### config.mk
export PLATFORM = sky130hd
export DESIGN_NAME = aes_round_scheduler_flat
export DESIGN_NICKNAME = d
export VERILOG_FILES = /design/src/rtl/aes_round_scheduler_if.sv /design/src/rtl/aes_round_scheduler.sv /design/src/flat_wrapper.sv
export SDC_FILE = /design/constraint.sdc
export NUM_CORES = 1
export LEC_CHECK = 0
export CORE_AREA = 8 8 45 47
export CTS_CLUSTER_DIAMETER = 120
export DETAILED_ROUTE_END_ITERATION = 10
export DIE_AREA = 0 0 53 55
export PLACE_DENSITY = 0.61
export SLEW_MARGIN = 20
export SYNTH_ARGS = -nofsm -noshare
export SYNTH_HDL_FRONTEND = slang
export SYNTH_SLANG_ARGS = --single-unit
### constraint.sdc
create_clock -name CLK -period 3.57 [get_ports CLK]
set_clock_uncertainty 0.2 [all_clocks]
set_input_delay 0.714 -clock CLK [delete_from_list [all_inputs] [get_ports CLK]]
set_output_delay 0.714 -clock CLK [all_outputs]
set_load 0.02 [all_outputs]
### src/rtl/aes_round_scheduler_if.sv
// rtl/aes_round_scheduler_if.sv - block in/out handshake bundle for the AES round scheduler
//
// Purpose: carries the upstream (plaintext/key) and downstream (ciphertext)
// valid/ready handshakes between the scheduler and its neighbours.
// Signals:
//   in_valid   upstream block and key are valid
//   in_ready   scheduler accepts a block this cycle
//   out_valid  datapath holds a finished ciphertext
//   out_ready  downstream accepts the ciphertext
// Modports: master = upstream/downstream side, slave = scheduler side.
interface aes_round_scheduler_if;
  logic in_valid;
  logic in_ready;
  logic out_valid;
  logic out_ready;

  modport master (
    output in_valid,
    output out_ready,
    input  in_ready,
    input  out_valid
  );

  modport slave (
    input  in_valid,
    input  out_ready,
    output in_ready,
    output out_valid
  );
endinterface

### src/rtl/aes_round_scheduler.sv
// rtl/aes_round_scheduler.sv - round sequencing FSM for an iterative AES datapath
//
// Purpose: accepts one block at a time, steps the datapath through
// NUM_ROUNDS rounds (MixColumns skipped on the last), then holds the
// ciphertext until downstream takes it. A new block may be accepted in the
// same cycle the previous ciphertext leaves, giving NUM_ROUNDS+1 cycles per block.
// Ports:
//   CLK, nRST    clock, asynchronous active-low reset
//   abort        synchronous cancel of the block in flight (highest priority)
//   bus          in/out valid/ready handshakes (slave modport)
//   Round_Num    registered round index presented to the datapath
//   load_state   capture plaintext^key and the initial key
//   round_en     datapath state register update
//   key_en       advance key expansion by one round key
//   mix_en       MixColumns enable (0 on the final round)
//   busy         FSM not idle
//   Done         one-cycle pulse on each output handshake
module aes_round_scheduler #(
  parameter int NUM_ROUNDS = 10
) (
  input  logic                  CLK,
  input  logic                  nRST,
  input  logic                  abort,
  aes_round_scheduler_if.slave  bus,
  output logic [3:0]            Round_Num,
  output logic                  load_state,
  output logic                  round_en,
  output logic                  key_en,
  output logic                  mix_en,
  output logic                  busy,
  output logic                  Done
);

  localparam logic [3:0] LAST = 4'(NUM_ROUNDS);

  typedef enum logic [1:0] {
    IDLE  = 2'd0,
    ROUND = 2'd1,
    HOLD  = 2'd2
  } state_t;

  state_t     state_q, state_d;
  logic [3:0] round_q, round_d;

  always_ff @(posedge CLK or negedge nRST) begin
    if (!nRST) begin
      state_q <= IDLE;
      round_q <= 4'd0;
    end else begin
      state_q <= state_d;
      round_q <= round_d;
    end
  end

  always_comb begin
    state_d       = state_q;
    round_d       = round_q;
    bus.in_ready  = 1'b0;
    bus.out_valid = 1'b0;
    load_state    = 1'b0;
    round_en      = 1'b0;
    key_en        = 1'b0;
    mix_en        = 1'b0;
    Done          = 1'b0;

    if (round_q > LAST) begin
      // corrupted round counter: drop whatever was in flight
      state_d = IDLE;
      round_d = 4'd0;
    end else begin
      case (state_q)
        IDLE: begin
          // nRST gating keeps in_ready low while reset is held
          bus.in_ready = nRST && !abort;
          load_state   = bus.in_valid && bus.in_ready;
          round_d      = 4'd0;
          if (load_state) begin
            state_d = ROUND;
            round_d = 4'd1;
          end
        end

        ROUND: begin
          mix_en = (round_q != LAST);
          if (abort || round_q == 4'd0) begin
            state_d = IDLE;
            round_d = 4'd0;
          end else begin
            round_en = 1'b1;
            key_en   = 1'b1;
            if (round_q == LAST) begin
              state_d = HOLD;
            end else begin
              round_d = round_q + 4'd1;
            end
          end
        end

        HOLD: begin
          if (abort) begin
            state_d = IDLE;
            round_d = 4'd0;
          end else begin
            bus.out_valid = 1'b1;
            bus.in_ready  = bus.out_ready;
            Done          = bus.out_ready;
            // accepting the next block only alongside the output handshake
            // lets back-to-back blocks run without an idle bubble
            load_state    = bus.in_valid && bus.in_ready;
            if (Done) begin
              state_d = load_state ? ROUND : IDLE;
              round_d = load_state ? 4'd1 : 4'd0;
            end
          end
        end

        default: begin
          state_d = IDLE;
          round_d = 4'd0;
        end
      endcase
    end
  end

  assign busy      = (state_q != IDLE);
  assign Round_Num = round_q;

endmodule

### src/flat_wrapper.sv
// flat-port wrapper written by rule: the top's interface ports become plain ports
module aes_round_scheduler_flat 
#(
  parameter int NUM_ROUNDS = 10
)
  (CLK, nRST, abort, Round_Num, load_state, round_en, key_en, mix_en, busy, Done, bus_in_valid, bus_out_ready, bus_in_ready, bus_out_valid);
  aes_round_scheduler_if bus_i ();
  input  logic CLK;
  input  logic nRST;
  input  logic abort;
  output logic [3:0] Round_Num;
  output logic load_state;
  output logic round_en;
  output logic key_en;
  output logic mix_en;
  output logic busy;
  output logic Done;
  input wire logic [$bits(bus_i.in_valid)-1:0] bus_in_valid;
  input wire logic [$bits(bus_i.out_ready)-1:0] bus_out_ready;
  output wire logic [$bits(bus_i.in_ready)-1:0] bus_in_ready;
  output wire logic [$bits(bus_i.out_valid)-1:0] bus_out_valid;
  assign bus_i.in_valid = bus_in_valid;
  assign bus_i.out_ready = bus_out_ready;
  assign bus_in_ready = bus_i.in_ready;
  assign bus_out_valid = bus_i.out_valid;
  aes_round_scheduler #(.NUM_ROUNDS(NUM_ROUNDS)) u_core (.CLK(CLK), .nRST(nRST), .abort(abort), .bus(bus_i), .Round_Num(Round_Num), .load_state(load_state), .round_en(round_en), .key_en(key_en), .mix_en(mix_en), .busy(busy), .Done(Done));
endmodule
==> impl_metrics.env, run 1 <==
export IMPL_timing_setup_critical_path_class="primary input to primary output"
export IMPL_power_report_internal_total_w=0.0001207
export IMPL_design_area_sq_um=659.4
export IMPL_post_route_cells_drive_above_1_share_pct=15.15
export IMPL_die_y_um=55
export IMPL_synth_adder_area_share_pct=8.152
export IMPL_proportion_of_total_power_due_to_net_switching_pct=23.36
export IMPL_fmaxAchievable_ghz=0.3095
export IMPL_flow_area_growth_from_synthesis_pct=43.21
export IMPL_critPathCaptureType="primary output"
export IMPL_n_fill_cell=131
export IMPL_synthSimpleGateAreaFrac_pct=31.52
export IMPL_overflow=0
export IMPL_synth_xor_xnor_area_share_pct=0
export IMPL_dominant_combinational_cell_family_by_area_after_synthesis="simple AND/OR/NAND/NOR gates"
export IMPL_final_hold_viol_count=0
export IMPL_worst_hold_path_type="register to register"
export IMPL_drt_drc_violations_left=0
export IMPL_number_of_clock_sinks_seen_by_cts=6
export IMPL_synthesized_area_fraction_occupied_by_ao_oa_aoi_and_oai_cells_pct=15.22
export IMPL_cts_hold_buffers_added=0
export IMPL_drt_initial_drc_count=3
export IMPL_initial_core_utilization_pct=33.27
export IMPL_cp_arrival_ps=2320
export IMPL_power_density_mw_per_mm2=238.8
export IMPL_vdd_ir_drop_worst_mv=0.1749
export IMPL_detailed_place_hpwl_um=957.9
export IMPL_largest_net_degree_at_the_start_of_global_routing=9
export IMPL_initial_antenna_violation_count=0
export IMPL_floorplan_die_area_sq_mm=0.002915
export IMPL_net_switching_power_w=0.00003677
export IMPL_place_gp_congestion=0.8524
export IMPL_post_cts_buffers=0
export IMPL_detail_routed_net_length_per_standard_cell_um=14.40
export IMPL_ys_warnings_count=0
export IMPL_post_synth_inst_count=47
export IMPL_power_static_leakage_nw=0.2762
export IMPL_htree_levels=1
export IMPL_rsz0062_at_grt="no"
export IMPL_final_cells=82
export IMPL_drt_pass1_iter_count=2
export IMPL_cts_made_buffers=3
export IMPL_timing_final_crit_period_ps=3231
export IMPL_dpl_worst_slack_ps=338.3
export IMPL_groute_usage_overall_pct=9.056
export IMPL_coreArea_sq_mm=0.001384
export IMPL_cts_resized_gates=0
export IMPL_num_io_pins=17
export IMPL_rows=14
export IMPL_cp_data_required_time_ps=2660
export IMPL_cp_start_kind="primary input"
export IMPL_dieWidth_um=53
export IMPL_number_of_global_route_vias_before_repair=461
export IMPL_ys_seq_elements=6
export IMPL_power_share_clock_pct=38.7
export IMPL_synth_avg_cell_area_sq_um=9.797
export IMPL_port_buffer_count=16
export IMPL_num_antenna_cells=0
export IMPL_worstMarginPinSlew_ps=313.5
export IMPL_placement_cell_area_sq_um=636.9
export IMPL_ys_types=29
export IMPL_synth_top_area_share_pct=32.61
export IMPL_power_frac_seq_pct=45.1
export IMPL_combinationalPowerShare_pct=16.2
export IMPL_worst_case_headroom_to_the_max_slew_limit_pct=78.99
export IMPL_total_wire_length_um=1181
export IMPL_num_nets_final=76
export IMPL_ys_seq_area_share_pct=32.61
export IMPL_path_max_fanout=5
export IMPL_cts_path_max_buffers=2
export IMPL_synthesis_area_sq_um=460.4
export IMPL_synth_nets=55
export IMPL_final_max_slew_violation_count=0
export IMPL_fin_tns_setup_ps=0
export IMPL_via_count=418
export IMPL_min_period_over_period_pct=90.51
export IMPL_ctsRootBufferMaster="sky130_fd_sc_hd__clkbuf_4"
export IMPL_max_cap_viol_count=0
export IMPL_placedCellCount=79
export IMPL_tritoncts_clock_tree="done"
export IMPL_post_drt_via_cell_ratio=5.098
export IMPL_result_of_the_run="finished clean"
export IMPL_largest_area_contributor_in_the_netlist="sky130_fd_sc_hd__dfrtp_1"
export IMPL_worst_skew_pair_late_latency_ps=240
export IMPL_setup_slack_ps=338.9
export IMPL_antenna_violating_nets_post_route=0
export IMPL_yosys_top_cells_area="sky130_fd_sc_hd__dfrtp_1 (33%), sky130_fd_sc_hd__ha_1 (8.2%), sky130_fd_sc_hd__mux2i_1 (4.3%)"
export IMPL_grt_pass1_wl_um=1966
export IMPL_setup_violations=0
export IMPL_cts_reportedPaths_clkPinSlew_ps=50
export IMPL_muxShareOfSynthArea_pct=6.793
==> cells in the final DEF (no fill, tap or decap), types with 2 or more instances in the layout <==
master and instances:
sky130_fd_sc_hd__a21oi_1 3, sky130_fd_sc_hd__and3b_1 2, sky130_fd_sc_hd__buf_4 2, sky130_fd_sc_hd__clkbuf_4 3
sky130_fd_sc_hd__clkdlybuf4s50_1 16, sky130_fd_sc_hd__dfrtp_1 6, sky130_fd_sc_hd__ha_1 3, sky130_fd_sc_hd__inv_1 2
sky130_fd_sc_hd__mux2i_1 2, sky130_fd_sc_hd__nand2_1 2, sky130_fd_sc_hd__nand3_1 2, sky130_fd_sc_hd__nand3b_1 2
sky130_fd_sc_hd__nor2_1 3, sky130_fd_sc_hd__nor2b_1 2
==> cell families after synthesis <==
kind of cell               after synthesis
muxes                                    3
DFF                                      6
and+or+nand+nor                         22
adders and majority gates                3
buffers and inverters                    4
AOI/OAI and AO/OA                        9
==> worst max-delay path, cell delays in order <==
cell and delay [ps]:
sky130_fd_sc_hd__clkdlybuf4s50_1 490, sky130_fd_sc_hd__nor3_1 290, sky130_fd_sc_hd__nor2b_1 200, sky130_fd_sc_hd__clkdlybuf4s50_1 620
==> flip-flops by register name, summed over array words and instances (netlist names) <==
| register | count |
|---|---|
| u_core.Round_Num | 4 |
| u_core.state_q | 2 |
==> power groups by stage <==
stage                     registers, W   logic, W  clock network [W]
final                        0.0000710  0.0000255          0.0000610
after global routing         0.0000711  0.0000279          0.0000693
after CTS                    0.0000710  0.0000259          0.0000630
after detailed placement     0.0000720  0.0000258                  0
after global placement       0.0000720  0.0000255                  0
after floorplan              0.0000722  0.0000105                  0
==> cell usage after synthesis <==
cell type and n:
sky130_fd_sc_hd__nor3b_1 1, sky130_fd_sc_hd__nand3_1 2, sky130_fd_sc_hd__nand3b_1 2, sky130_fd_sc_hd__a32o_1 1, sky130_fd_sc_hd__nand2b_4 1, sky130_fd_sc_hd__inv_1 2
sky130_fd_sc_hd__a2bb2oi_1 1, sky130_fd_sc_hd__mux2i_1 2, sky130_fd_sc_hd__dfrtp_1 6, sky130_fd_sc_hd__a22o_2 1, sky130_fd_sc_hd__or2_2 1, sky130_fd_sc_hd__o2bb2ai_1 1
sky130_fd_sc_hd__nor2b_1 2, sky130_fd_sc_hd__nand4b_1 1, sky130_fd_sc_hd__ha_1 3, sky130_fd_sc_hd__nor3_1 1, sky130_fd_sc_hd__o21a_1 1, sky130_fd_sc_hd__buf_4 1
sky130_fd_sc_hd__mux2_2 1, sky130_fd_sc_hd__a221o_1 1, sky130_fd_sc_hd__nor2_1 3, sky130_fd_sc_hd__or3_1 1, sky130_fd_sc_hd__nor3_2 1, sky130_fd_sc_hd__a21oi_1 3
sky130_fd_sc_hd__buf_6 1, sky130_fd_sc_hd__and3b_1 2, sky130_fd_sc_hd__and2_1 1, sky130_fd_sc_hd__nand2_1 2, sky130_fd_sc_hd__or4_1 1
==> per-layer routing <==
metal  global-route usage, %  vias to the layer above  wire length (um)
li1                        -                      212                 -
met1                   9.385                      191               525
met2                   15.23                       15               533
met3                   5.348                        0               122
met4                   2.586                        0                 0
met5                       0                        -                 0
==> cell type report <==
cell class / count / area [sq um] / area share, %
inverters: 2 / 7.507 / 1.139
flip-flops and latches: 6 / 150.1 / 22.77
well taps: 16 / 20.02 / 3.036
repair buffers: 18 / 175.2 / 26.57
multi-input cells: 37 / 284.0 / 43.07
clock buffers: 3 / 22.52 / 3.416
==> final timing paths <==
path / startpoint / depth (start not counted) / slack (ps) / to
max: abort / 4 / 340 / round_en
min: u_core.Round_Num[1] / 1 / 450 / u_core.Round_Num[1]
max reg2reg: u_core.Round_Num[0] / 6 / 1470 / u_core.Round_Num[0]
min reg2reg: u_core.Round_Num[1] / 1 / 450 / u_core.Round_Num[1]
max in group asynchronous: nRST / 2 / 2450 / u_core.Round_Num[0]
min in group asynchronous: nRST / 2 / 610 / u_core.Round_Num[2]
==> through the flow <==
stage                     hold slack, ps  total power [W]  util, %
after global routing               484.1        0.0001683    47.65
after floorplan                    218.4       0.00008275        -
after global placement             450.6       0.00009758    46.02
final                              451.2        0.0001575    47.65
after detailed placement           450.9       0.00009778    46.02
after CTS                          459.5        0.0001599    47.65
(Power assumes the default switching activity.)
==> run 2, diff against run 1 <==
CAP_MARGIN = 10   (was default)
SETUP_SLACK_MARGIN = 0.1   (was default)
==> results of run 2 <==
No change in the layout: final DEF, timing and power equal those of run 1.
==> run 3, diff against run 2 <==
--- a/constraint.sdc
+++ b/constraint.sdc
@@ -4,2 +4,2 @@
 set_output_delay 0.714 -clock CLK [all_outputs]
-set_load 0.02 [all_outputs]
+set_load 0.05 [all_outputs]
==> run 3 against run 2 <==
Compared with the run above:
- sequential share of layout area decreased by 0.59 points
- final cell count decreased by 1.2%
- hold slack improved by 11 ps
- sequential power about the same
- first-iteration DRC count increased to 2.7 times the previous value
- cell area increased by 2.7%
- power increased by 6.0%
- worst setup slack got worse by 2.8 ps
- clock-buffer cell count unchanged
- fmax about the same
- flip-flop and latch count unchanged
- highest routed layer is now met4
==> impl_metrics.env, run 3 (synthesis results as in run 1) <==
export IMPL_post_drt_via_cell_ratio=5.259
export IMPL_via_count=426
export IMPL_cts_hold_buffers_added=0
export IMPL_setup_violations=0
export IMPL_fin_util_pct=48.92
export IMPL_power_static_leakage_nw=0.2915
export IMPL_power_report_internal_total_w=0.0001210
export IMPL_path_max_fanout=5
export IMPL_worstMarginPinSlew_ps=497.5
export IMPL_cts_made_buffers=3
export IMPL_power_density_mw_per_mm2=246.5
export IMPL_ctsRootBufferMaster="sky130_fd_sc_hd__clkbuf_4"
export IMPL_n_fill_cell=138
export IMPL_num_nets_final=75
export IMPL_drt_pass1_iter_count=3
export IMPL_setup_slack_ps=336.1
export IMPL_power_frac_seq_pct=42.4
export IMPL_timing_final_crit_period_ps=3234
export IMPL_timing_setup_critical_path_class="register to primary output"
export IMPL_htree_levels=1
export IMPL_detail_routed_net_length_per_standard_cell_um=13.78
export IMPL_combinationalPowerShare_pct=19.3
export IMPL_cp_start_kind="register"
export IMPL_net_switching_power_w=0.00004589
export IMPL_number_of_global_route_vias_before_repair=391
export IMPL_worst_hold_path_type="register to register"
export IMPL_cts_resized_gates=0
export IMPL_final_hold_viol_count=0
export IMPL_floorplan_die_area_sq_mm=0.002915
export IMPL_fin_tns_setup_ps=0
export IMPL_post_cts_buffers=0
export IMPL_total_wire_length_um=1116
export IMPL_coreArea_sq_mm=0.001384
export IMPL_max_cap_viol_count=0
export IMPL_min_period_over_period_pct=90.59
export IMPL_cts_path_max_buffers=2
export IMPL_critical_path_reg2reg_endpoint="u_core.Round_Num[0]"
export IMPL_antenna_violating_nets_post_route=0
export IMPL_dpl_worst_slack_ps=567.6
export IMPL_number_of_clock_sinks_seen_by_cts=6
export IMPL_drt_drc_violations_left=0
export IMPL_num_antenna_cells=0
export IMPL_critical_path_startpoint="u_core.Round_Num[0]"
export IMPL_timing_rr_start="u_core.Round_Num[1]"
export IMPL_cts_reportedPaths_clkPinSlew_ps=40
export IMPL_number_of_flip_flops_in_the_largest_register=4
export IMPL_die_y_um=55
export IMPL_grt_pass1_wl_um=1828
export IMPL_crit_path_end="mix_en"
export IMPL_result_of_the_run="finished clean"
export IMPL_power_share_clock_pct=38.3
export IMPL_largest_net_degree_at_the_start_of_global_routing=9
export IMPL_port_buffer_count=16
export IMPL_worst_skew_pair_late_latency_ps=250
export IMPL_fmaxAchievable_ghz=0.3092
export IMPL_final_max_slew_violation_count=0
export IMPL_initial_core_utilization_pct=33.27
export IMPL_vdd_ir_drop_worst_mv=0.2297
export IMPL_detailed_place_hpwl_um=875.3
export IMPL_tritoncts_clock_tree="done"
export IMPL_post_route_cells_drive_above_1_share_pct=24.62
export IMPL_num_io_pins=17
export IMPL_proportion_of_total_power_due_to_net_switching_pct=27.50
export IMPL_cp_arrival_ps=2320
export IMPL_groute_usage_overall_pct=8.777
export IMPL_initial_antenna_violation_count=0
export IMPL_dieWidth_um=53
export IMPL_final_common_cell="sky130_fd_sc_hd__clkdlybuf4s50_1"
export IMPL_rsz0062_at_grt="no"
export IMPL_overflow=0
export IMPL_worst_case_headroom_to_the_max_slew_limit_pct=66.73
export IMPL_drt_initial_drc_count=8
export IMPL_flow_area_growth_from_synthesis_pct=47.01
export IMPL_reg2reg_depth=6
export IMPL_critPathCaptureType="primary output"
export IMPL_cp_data_required_time_ps=2660
export IMPL_rows=14
export IMPL_place_gp_congestion=0.7043
export IMPL_regToRegSetupSlack_ps=1480
export IMPL_top_library_cells_by_usage_in_the_layout_fill_and_taps_aside="sky130_fd_sc_hd__clkdlybuf4s50_1 (10), sky130_fd_sc_hd__dfrtp_1 (6), sky130_fd_sc_hd__buf_4 (4)"
-- run 3: area by class of cell --
type                       instances  area (sq um)  area share (%)
multi-input combinational         37         286.5           42.33
timing repair buffer              17         190.2           28.10
sequential                         6         150.1           22.18
clock buffer                       3         22.52           3.327
tap                               16         20.02           2.957
inverter                           2         7.507           1.109
-- run 3: layer usage --
metal  vias up  track usage (%)  share of wire (%)
li1        209                -                  -
met1       202            9.831                 45
met2        13            13.28                 44
met3         2            5.882                9.3
met4         0            2.586               0.90
met5         -                0                  0
-- run 3: worst max-delay path, cell delays in order (launching register included) --
cell and delay (ps):
sky130_fd_sc_hd__dfrtp_1 410, sky130_fd_sc_hd__inv_1 100, sky130_fd_sc_hd__ha_1 220, sky130_fd_sc_hd__or3_1 360, sky130_fd_sc_hd__a21oi_1 170, sky130_fd_sc_hd__clkdlybuf4s50_1 820
-- run 3: power by group through the flow --
stage	clock, W	sequential, W	combinational (W)
floorplan	0	0.0000734	0.0000158
global placement	0	0.0000720	0.0000325
detailed placement	0	0.0000719	0.0000325
CTS	0.0000650	0.0000709	0.0000325
global route	0.0000709	0.0000711	0.0000347
finish	0.0000639	0.0000708	0.0000321
-- run 3: worst min path at each step --
| stage | start | end | slack [ps] | cells after the start |
|---|---|---|---|---|
| detailed placement | u_core.Round_Num[2] | u_core.Round_Num[2] | 450 | 2 |
| global placement | u_core.Round_Num[2] | u_core.Round_Num[2] | 450 | 2 |
| finish | u_core.Round_Num[0] | u_core.Round_Num[0] | 460 | 2 |
| CTS | u_core.Round_Num[0] | u_core.Round_Num[0] | 470 | 2 |
| floorplan | nRST | u_core.Round_Num[0] | 220 | 0 |
| global route | u_core.Round_Num[1] | u_core.Round_Num[1] | 510 | 1 |
-- run 3: stage by stage --
step,cells,power (W),area [sq um],hold slack [ps]
final,81,0.0001669,676.9,461.8
after global routing,81,0.0001766,676.9,506.9
after CTS,81,0.0001684,676.9,474.3
after detailed placement,78,0.0001044,654.4,449.8
after global placement,78,0.0001045,654.4,448.2
after floorplan,47,0.00008927,462.9,218.4
